[config.mk]
export PLATFORM = sky130hd
export DESIGN_NAME = hat_lfsr_source
export DESIGN_NICKNAME = d
export VERILOG_FILES = /design/src/rtl/hat_pkg.sv /design/src/rtl/galois_leap.sv /design/src/rtl/hat_lfsr_source.sv
export SDC_FILE = /design/constraint.sdc
export NUM_CORES = 1
export LEC_CHECK = 0
export ABC_AREA = 0
export CORE_AREA = 2 2 169 171
export CTS_BUF_LIST = sky130_fd_sc_hd__clkbuf_4 sky130_fd_sc_hd__clkbuf_8
export DETAILED_ROUTE_END_ITERATION = 6
export DIE_AREA = 0 0 171 173
export REMOVE_ABC_BUFFERS = 1
export SLEW_MARGIN = 25
export SYNTH_ARGS = -nofsm -noshare
export SYNTH_HDL_FRONTEND = slang
export SYNTH_SLANG_ARGS = --single-unit
[constraint.sdc]
create_clock -name clk -period 3.19 [get_ports clk]
set_clock_uncertainty 0.05 [all_clocks]
set_input_delay 0.638 -clock clk [delete_from_list [all_inputs] [get_ports clk]]
set_output_delay 0.638 -clock clk [all_outputs]
set_load 0.01 [all_outputs]
[src/rtl/hat_pkg.sv]
// Shared constants, state encoding and LFSR step helper for the four-lane hat sample source.
package hat_pkg;
    localparam int LANES  = 4;
    localparam int LFSR_W = 32;
    localparam int OUT_W  = 16;

    // x^32 + x^22 + x^2 + x + 1 in right-shifting Galois form
    localparam logic [LFSR_W-1:0] LFSR_POLY = 32'h8020_0003;

    typedef enum logic [1:0] {
        ST_IDLE,
        ST_WARMUP,
        ST_RUN
    } hat_state_t;

    function automatic logic [LFSR_W-1:0] default_seed(input int lane);
        logic [LFSR_W-1:0] s;
        case (lane)
            0:       s = 32'hACE1_2468;
            1:       s = 32'h1357_BDF0;
            2:       s = 32'hDEAD_BEEF;
            default: s = 32'h0BAD_F00D;
        endcase
        return s;
    endfunction

    function automatic logic [LFSR_W-1:0] galois_step(input logic [LFSR_W-1:0] s);
        logic [LFSR_W-1:0] n;
        n = s >> 1;
        if (s[0]) n = n ^ LFSR_POLY;
        return n;
    endfunction
endpackage

[src/rtl/galois_leap.sv]
// Combinational LEAP-step Galois LFSR advance for one lane; zero latency, no flow control.
module galois_leap
    import hat_pkg::*;
#(
    parameter int LEAP = 16
) (
    input  logic [LFSR_W-1:0] state_i,
    output logic [LFSR_W-1:0] state_o
);
    logic [LFSR_W-1:0] s;

    always_comb begin
        s = state_i;
        for (int k = 0; k < LEAP; k++) begin
            s = galois_step(s);
        end
        state_o = s;
    end
endmodule

[src/rtl/hat_lfsr_source.sv]
// Four-lane leaped-LFSR uniform sample source with seed load, warm-up and start/stop control.
// First sample registered WARMUP+1 edges after start is sampled; no backpressure, out_valid only qualifies.
module hat_lfsr_source
    import hat_pkg::*;
#(
    parameter int LEAP   = 16,
    parameter int WARMUP = 64
) (
    input  logic                    clk,
    input  logic                    reset_n,
    input  logic                    seed_valid,
    input  logic [1:0]              seed_lane,
    input  logic [LFSR_W-1:0]       seed_data,
    output logic                    seed_ready,
    input  logic                    start,
    input  logic                    stop,
    output logic                    busy,
    output logic                    out_valid,
    output logic signed [OUT_W-1:0] out0,
    output logic signed [OUT_W-1:0] out1,
    output logic signed [OUT_W-1:0] out2,
    output logic signed [OUT_W-1:0] out3
);
    localparam int CNT_W = $clog2(WARMUP + 1);

    hat_state_t              state_q, state_d;
    logic [CNT_W-1:0]        cnt_q, cnt_d;
    logic [LFSR_W-1:0]       lane_q [LANES];
    logic [LFSR_W-1:0]       lane_d [LANES];
    logic [LFSR_W-1:0]       lane_nxt [LANES];
    logic signed [OUT_W-1:0] out_q [LANES];
    logic signed [OUT_W-1:0] out_d [LANES];
    logic                    out_vld_q, out_vld_d;
    logic                    advance;

    for (genvar g = 0; g < LANES; g++) begin : g_lane
        galois_leap #(.LEAP(LEAP)) u_leap (
            .state_i (lane_q[g]),
            .state_o (lane_nxt[g])
        );
    end

    always_comb begin
        state_d   = state_q;
        cnt_d     = cnt_q;
        out_vld_d = 1'b0;
        advance   = 1'b0;
        for (int i = 0; i < LANES; i++) begin
            lane_d[i] = lane_q[i];
            out_d[i]  = '0;
        end

        case (state_q)
            ST_IDLE: begin
                // a seed written on the start edge is what the warm-up runs from
                if (seed_valid) begin
                    lane_d[seed_lane] = (seed_data == '0) ? LFSR_W'(1) : seed_data;
                end
                if (start && !stop) begin
                    state_d = ST_WARMUP;
                    cnt_d   = '0;
                end
            end
            ST_WARMUP: begin
                if (stop) begin
                    state_d = ST_IDLE;
                end else begin
                    advance = 1'b1;
                    cnt_d   = cnt_q + 1'b1;
                    if (cnt_q == CNT_W'(WARMUP - 1)) state_d = ST_RUN;
                end
            end
            ST_RUN: begin
                if (stop) begin
                    state_d = ST_IDLE;
                end else begin
                    advance   = 1'b1;
                    out_vld_d = 1'b1;
                    for (int i = 0; i < LANES; i++) begin
                        out_d[i] = lane_q[i][LFSR_W-1 -: OUT_W];
                    end
                end
            end
            default: state_d = ST_IDLE;
        endcase

        if (advance) begin
            for (int i = 0; i < LANES; i++) lane_d[i] = lane_nxt[i];
        end
    end

    always_ff @(posedge clk or negedge reset_n) begin
        if (!reset_n) begin
            state_q   <= ST_IDLE;
            cnt_q     <= '0;
            out_vld_q <= 1'b0;
            for (int i = 0; i < LANES; i++) begin
                lane_q[i] <= default_seed(i);
                out_q[i]  <= '0;
            end
        end else begin
            state_q   <= state_d;
            cnt_q     <= cnt_d;
            out_vld_q <= out_vld_d;
            for (int i = 0; i < LANES; i++) begin
                lane_q[i] <= lane_d[i];
                out_q[i]  <= out_d[i];
            end
        end
    end

    assign seed_ready = (state_q == ST_IDLE);
    assign busy       = (state_q != ST_IDLE);
    assign out_valid  = out_vld_q;
    assign out0       = out_q[0];
    assign out1       = out_q[1];
    assign out2       = out_q[2];
    assign out3       = out_q[3];
endmodule

==> out/metrics.csv, run 1 <==
metric,value,unit
TritonRoute pass-1 iters,4,
min Tclk post-route,2.961,ns
post-synth top area share,30.22,%
post-synthesis cell count,1034,
synthesized flop and latch total,202,
CTS tree,done,
Area growth syn-to-layout,23.89,%
postcts setup bufs,0,
total number of vias,7898,
CTS H-tree lvls,2,
share of layout cells above drive strength 1,21.14,%
die area,29580,µm²
number of global-route vias before repair,7909,
"top cells by count, synth","nand2_1 (162), dfrtp_1 (132), xnor2_1 (107)",
I/O Pins,106,
warnings from Yosys,0,
largest net degree at the start of global routing,76,
crit path DAT,2.27,ns
CTS root buf,clkbuf_8,
DIE HEIGHT,173,µm
syn_area_per_cell,10.57,µm²
Required @ worst endpoint,2.50,ns
CP max FO,11,
max_cap viols,0,
Overflow after GRT,0,
Starting Density,39.56,%
relative slew slack,54.76,%
setup_tns,0,ns
worst slack at placement,0.3428,ns
Post-Synthesis Cell Area,10930,µm²
CTS Sinks,202,
number of buffers created by CTS,37,
DRT antenna net count,0,
Critical Path End Type,primary output,
worst reg2reg startpoint,lane_q[32],
total core area,27630,µm²
Synth async-reset ratio,100.0,%
cell mode on critical path,inv_1,
Skew-Pair Late Insertion Delay,0.55,ns
worst-margin pin slew,0.6724,ns
worst r2r dst,lane_q[53],
Routed WL,30860,µm
run status,"finished, final reports clean",
Port Buffers,105,
initial antenna violation count,0,
Post-synth EDFFs,0,
critical path startpoint,state_q[1],
final worst-path cycle share,92.83,%
# resized after CTS,0,
worst path cell trace,inv_1 > ha_1 > inv_1 > clkdlybuf4s50_1,
R2R depth,5,
top-count cell post-synth,nand2_1,
min-delay worst type,primary input to asynchronous set/reset pin,
total track usage,21.17,%
Setup-failing EPs final,0,
Unique masters post-synth,44,
clk slew on worst S/H paths,0.06,ns
Vias/cell,5.015,
Die Wd,171,µm
# DRC,0,
layout net count,1212,
endpoints failing hold,0,
first-pass GRT wire length,47260,µm
worst-case clock buffer depth,3,
CP max-delay cell,ha_1,
Worst Setup Start Kind,flop,
crit-path max cell delay,0.56,ns
RSZ-0062 raised after global routing,false,
Iteration-0 DRC Markers,604,
ys flop type,dfrtp_1,
Core Rows,61,
"setup slack, reg-to-reg",0.59,ns
cell taking the most area after synthesis,dfrtp_1,
max-slew violation count,0,
post-synthesis sequential area ratio,47.05,%
hold buffer count at cts,0,
number of diodes,0,
Max Clk Rate,337.7,MHz
Final WS setup,0.2287,ns
hpwl dp,21550,µm
Area contributors post-synth,"dfrtp_1 (30%), dfstp_2 (17%), xnor2_1 (8.6%)",
GP Congestion,0.8582,
Hold WS,0.08559,ns
path type of the worst setup path,flop to primary output,
Avg WL per Cell,19.59,µm
final cells by class:
type,instances,area [µm²]
fill,2602,14090
multi-input combinational,763,5543
sequential,202,5142
timing repair buffer,157,1545
clock buffer,57,728.2
tap,378,473.0
clock inverter,10,80.08
inverter,8,30.03
critical path: cells and delay by family (launching register included):
family / cells / cell delay [ns]
DFF: 1 / 0.38
buffers and inverters: 3 / 0.81
adders and majority gates: 1 / 0.56
how the worst max path moves through the flow:
stage	end	slack [ns]	cells after the start
after global routing	busy	0.07	4
after CTS	busy	0.18	4
final	busy	0.23	4
after global placement	lane_q[96]	0.35	6
after floorplan	lane_q[117]	-1.78	7
after detailed placement	lane_q[96]	0.34	6
kinds of logic after synthesis:
logic type | synth area share (%)
adder cells (fa/ha/maj) | 0.4579
flip-flops | 47.05
multiplexers | 6.193
buffers and inverters | 2.495
AO/OA/AOI/OAI | 8.642
XOR/XNOR | 21.36
AND/OR/NAND/NOR | 13.80
sequential cells by signal (all words and copies together), names as in the netlist:
| name | count |
|---|---|
| state_q | 2 |
| out3 | 16 |
| cnt_q | 7 |
| out2 | 16 |
| lane_q | 128 |
| out1 | 16 |
| out0 | 16 |
| out_valid | 1 |
stage by stage:
stage               instances  area (µm²)  utilization [%]
global route             1575       13540            49.01
detailed placement       1508       12730            46.09
finish                   1575       13540            49.01
global placement         1508       12730            46.09
floorplan                 973       10690                -
CTS                      1575       13540            49.01
per-layer routing:
metal,wire length [µm],track usage [%]
met1,14220,30.23
met2,14110,33.08
met3,1851,3.731
met4,667,5.897
met5,0,0
cells in the final DEF, fill, tap and decap left out, types with 9 or more instances in the layout:
cell               n
buf_4             44
and2_1            64
nand2_1          162
a21oi_1           28
clkbuf_8          49
nor2b_1           16
o21ai_0           68
clkbuf_4           9
dfrtp_1          132
dfstp_2           70
xnor3_1           22
mux2_2            45
a31oi_1           41
nor2_1            48
a211oi_1          15
xnor2_1          107
mux2i_1           17
clkdlybuf4s50_1  104
xor2_1            56
Power of run 1 is left out: the tool's default activity adds up to more than one toggle a clock period on the data nets, which glitch-free logic cannot reach.
==> run 2, diff against run 1 <==
--- a/config.mk
+++ b/config.mk
@@ -6,10 +6,10 @@
 export NUM_CORES = 1
 export LEC_CHECK = 0
 export ABC_AREA = 0
-export CORE_AREA = 2 2 169 171
+export CORE_AREA = 2 2 217 134
 export CTS_BUF_LIST = sky130_fd_sc_hd__clkbuf_4 sky130_fd_sc_hd__clkbuf_8
 export DETAILED_ROUTE_END_ITERATION = 6
-export DIE_AREA = 0 0 171 173
+export DIE_AREA = 0 0 219 136
 export REMOVE_ABC_BUFFERS = 1
 export SLEW_MARGIN = 25
 export SYNTH_ARGS = -nofsm -noshare
==> run 2 against run 1 <==
Compared with the run above: fmax is 2.4% higher; cell count is 0.89% lower; sequential cell count stayed put; core utilization is 1.1 points lower; largest cell class unchanged; highest routed layer unchanged.
==> out/metrics.csv, run 2 (synthesis results as in run 1) <==
metric,value,unit,change
TritonRoute pass-1 iters,7,,+3
first-pass GRT wire length,48840,µm,+3.3%
Starting Density,39.06,%,-0.51 points
max-slew violation count,0,,unchanged
total track usage,22.16,%,+0.98 points
Setup-failing EPs final,0,,unchanged
Final Non-Filler Cells,1561,,-0.89%
Vias/cell,5.129,,+2.3%
path type of the worst setup path,flop to primary output,,
Die Wd,219,µm,+28%
Max Clk Rate,345.8,MHz,+2.4%
Final Core Density,47.94,%,-1.1 points
Iteration-0 DRC Markers,599,,-0.83%
# resized after CTS,0,,unchanged
DRT antenna net count,0,,unchanged
min Tclk post-route,2.892,ns,-0.06941 ns
layout net count,1205,,-0.58%
total number of vias,8006,,+1.4%
Required @ worst endpoint,2.50,ns,about the same
Routed WL,32210,µm,+4.4%
relative slew slack,42.70,%,-12 points
# DRC,0,,unchanged
die area,29780,µm²,+0.68%
Core Rows,48,,-21%
number of diodes,0,,unchanged
most frequent cells in the layout,"nand2_1 (162), dfrtp_1 (132), xnor2_1 (107), clkdlybuf4s50_1 (104), dfstp_2 (70)",,
worst slack at placement,0.2284,ns,-0.1144 ns
"commonest non-fill, non-tap cell in the layout",nand2_1,,
Top reg by flops,lane_q,,
Final WS setup,0.2981,ns,+0.06941 ns
Port Buffers,105,,unchanged
I/O Pins,106,,unchanged
crit path DAT,2.20,ns,-0.07 ns
Overflow after GRT,0,,unchanged
Worst Setup Start Kind,flop,,
largest net degree at the start of global routing,84,,+11%
CP max FO,11,,unchanged
worst-margin pin slew,0.8516,ns,+0.1792 ns
CTS tree,done,,
GP Congestion,0.8503,,-0.92%
total core area,27990,µm²,+1.3%
max FFs per register,128,,unchanged
CTS H-tree lvls,1,,-1
worst-case clock buffer depth,3,,unchanged
CTS Sinks,202,,unchanged
dpl cells,1503,,-0.33%
Hold WS,0.4462,ns,+0.3607 ns
share of layout cells above drive strength 1,20.32,%,-0.82 points
run status,"finished, final reports clean",,
endpoints failing hold,0,,unchanged
max_cap viols,0,,unchanged
number of global-route vias before repair,7761,,-1.9%
postcts setup bufs,0,,unchanged
Skew-Pair Late Insertion Delay,0.60,ns,+0.05 ns
Critical Path End Type,primary output,,
Area growth syn-to-layout,22.74,%,
min-delay worst type,flop to flop,,
number of buffers created by CTS,31,,-16%
clk slew on worst S/H paths,0.07,ns,about the same
final worst-path cycle share,90.66,%,-2.2 points
CTS root buf,clkbuf_8,,
Avg WL per Cell,20.63,µm,+5.3%
hpwl dp,22720,µm,+5.5%
DIE HEIGHT,136,µm,-21%
initial antenna violation count,1,,+1
RSZ-0062 raised after global routing,false,,
[run 2: path summary, 6_finish.rpt]
path,cells after the start,slack (ns),start,endpoint
min in group asynchronous,2,0.52,reset_n,out_valid
worst min register to register,2,0.45,lane_q[117],lane_q[101]
worst max-delay path,4,0.30,state_q[0],busy
worst min-delay path,2,0.45,lane_q[117],lane_q[101]
worst max register to register,5,0.55,lane_q[32],lane_q[53]
max in group asynchronous,3,1.67,reset_n,lane_q[122]
[run 2: routing by layer]
metal	share of wire (%)	up-vias	global-route usage [%]
met5	0	-	0
met4	2.5	0	5.556
met3	8.3	58	6.421
met2	40	281	29.73
met1	50	3951	34.29
li1	-	3716	-
[run 2: layout make-up]
cell class | count | area, µm²
Clock buffer | 55 | 669.4
Multi-Input combinational cell | 763 | 5543
Timing Repair Buffer | 156 | 1528
Inverter | 8 | 30.03
Fill cell | 2625 | 14570
Clock inverter | 2 | 35.03
Tap cell | 375 | 469.2
Sequential cell | 202 | 5142
[run 2: critical path: stages, from the launching register on]
cell             delay [ns]
dfrtp_1                0.40
inv_1                  0.10
ha_1                   0.40
inv_1                  0.19
clkdlybuf4s50_1        0.52
[run 2: through the flow]
step,setup TNS (ns),instance area (µm²)
2_1_floorplan,-135.76,10690
3_3_place_gp,0,12700
3_5_place_dp,0,12700
4_1_cts,0,13420
5_1_grt,0,13420
6_report,0,13420
[run 2: what timing repair did]
action | CTS | global route
hold buffers | 1 | 0
hold endpoints to repair | 49 | 0
setup endpoints to repair | 0 | 0
Power of run 2 is left out for the same reason.
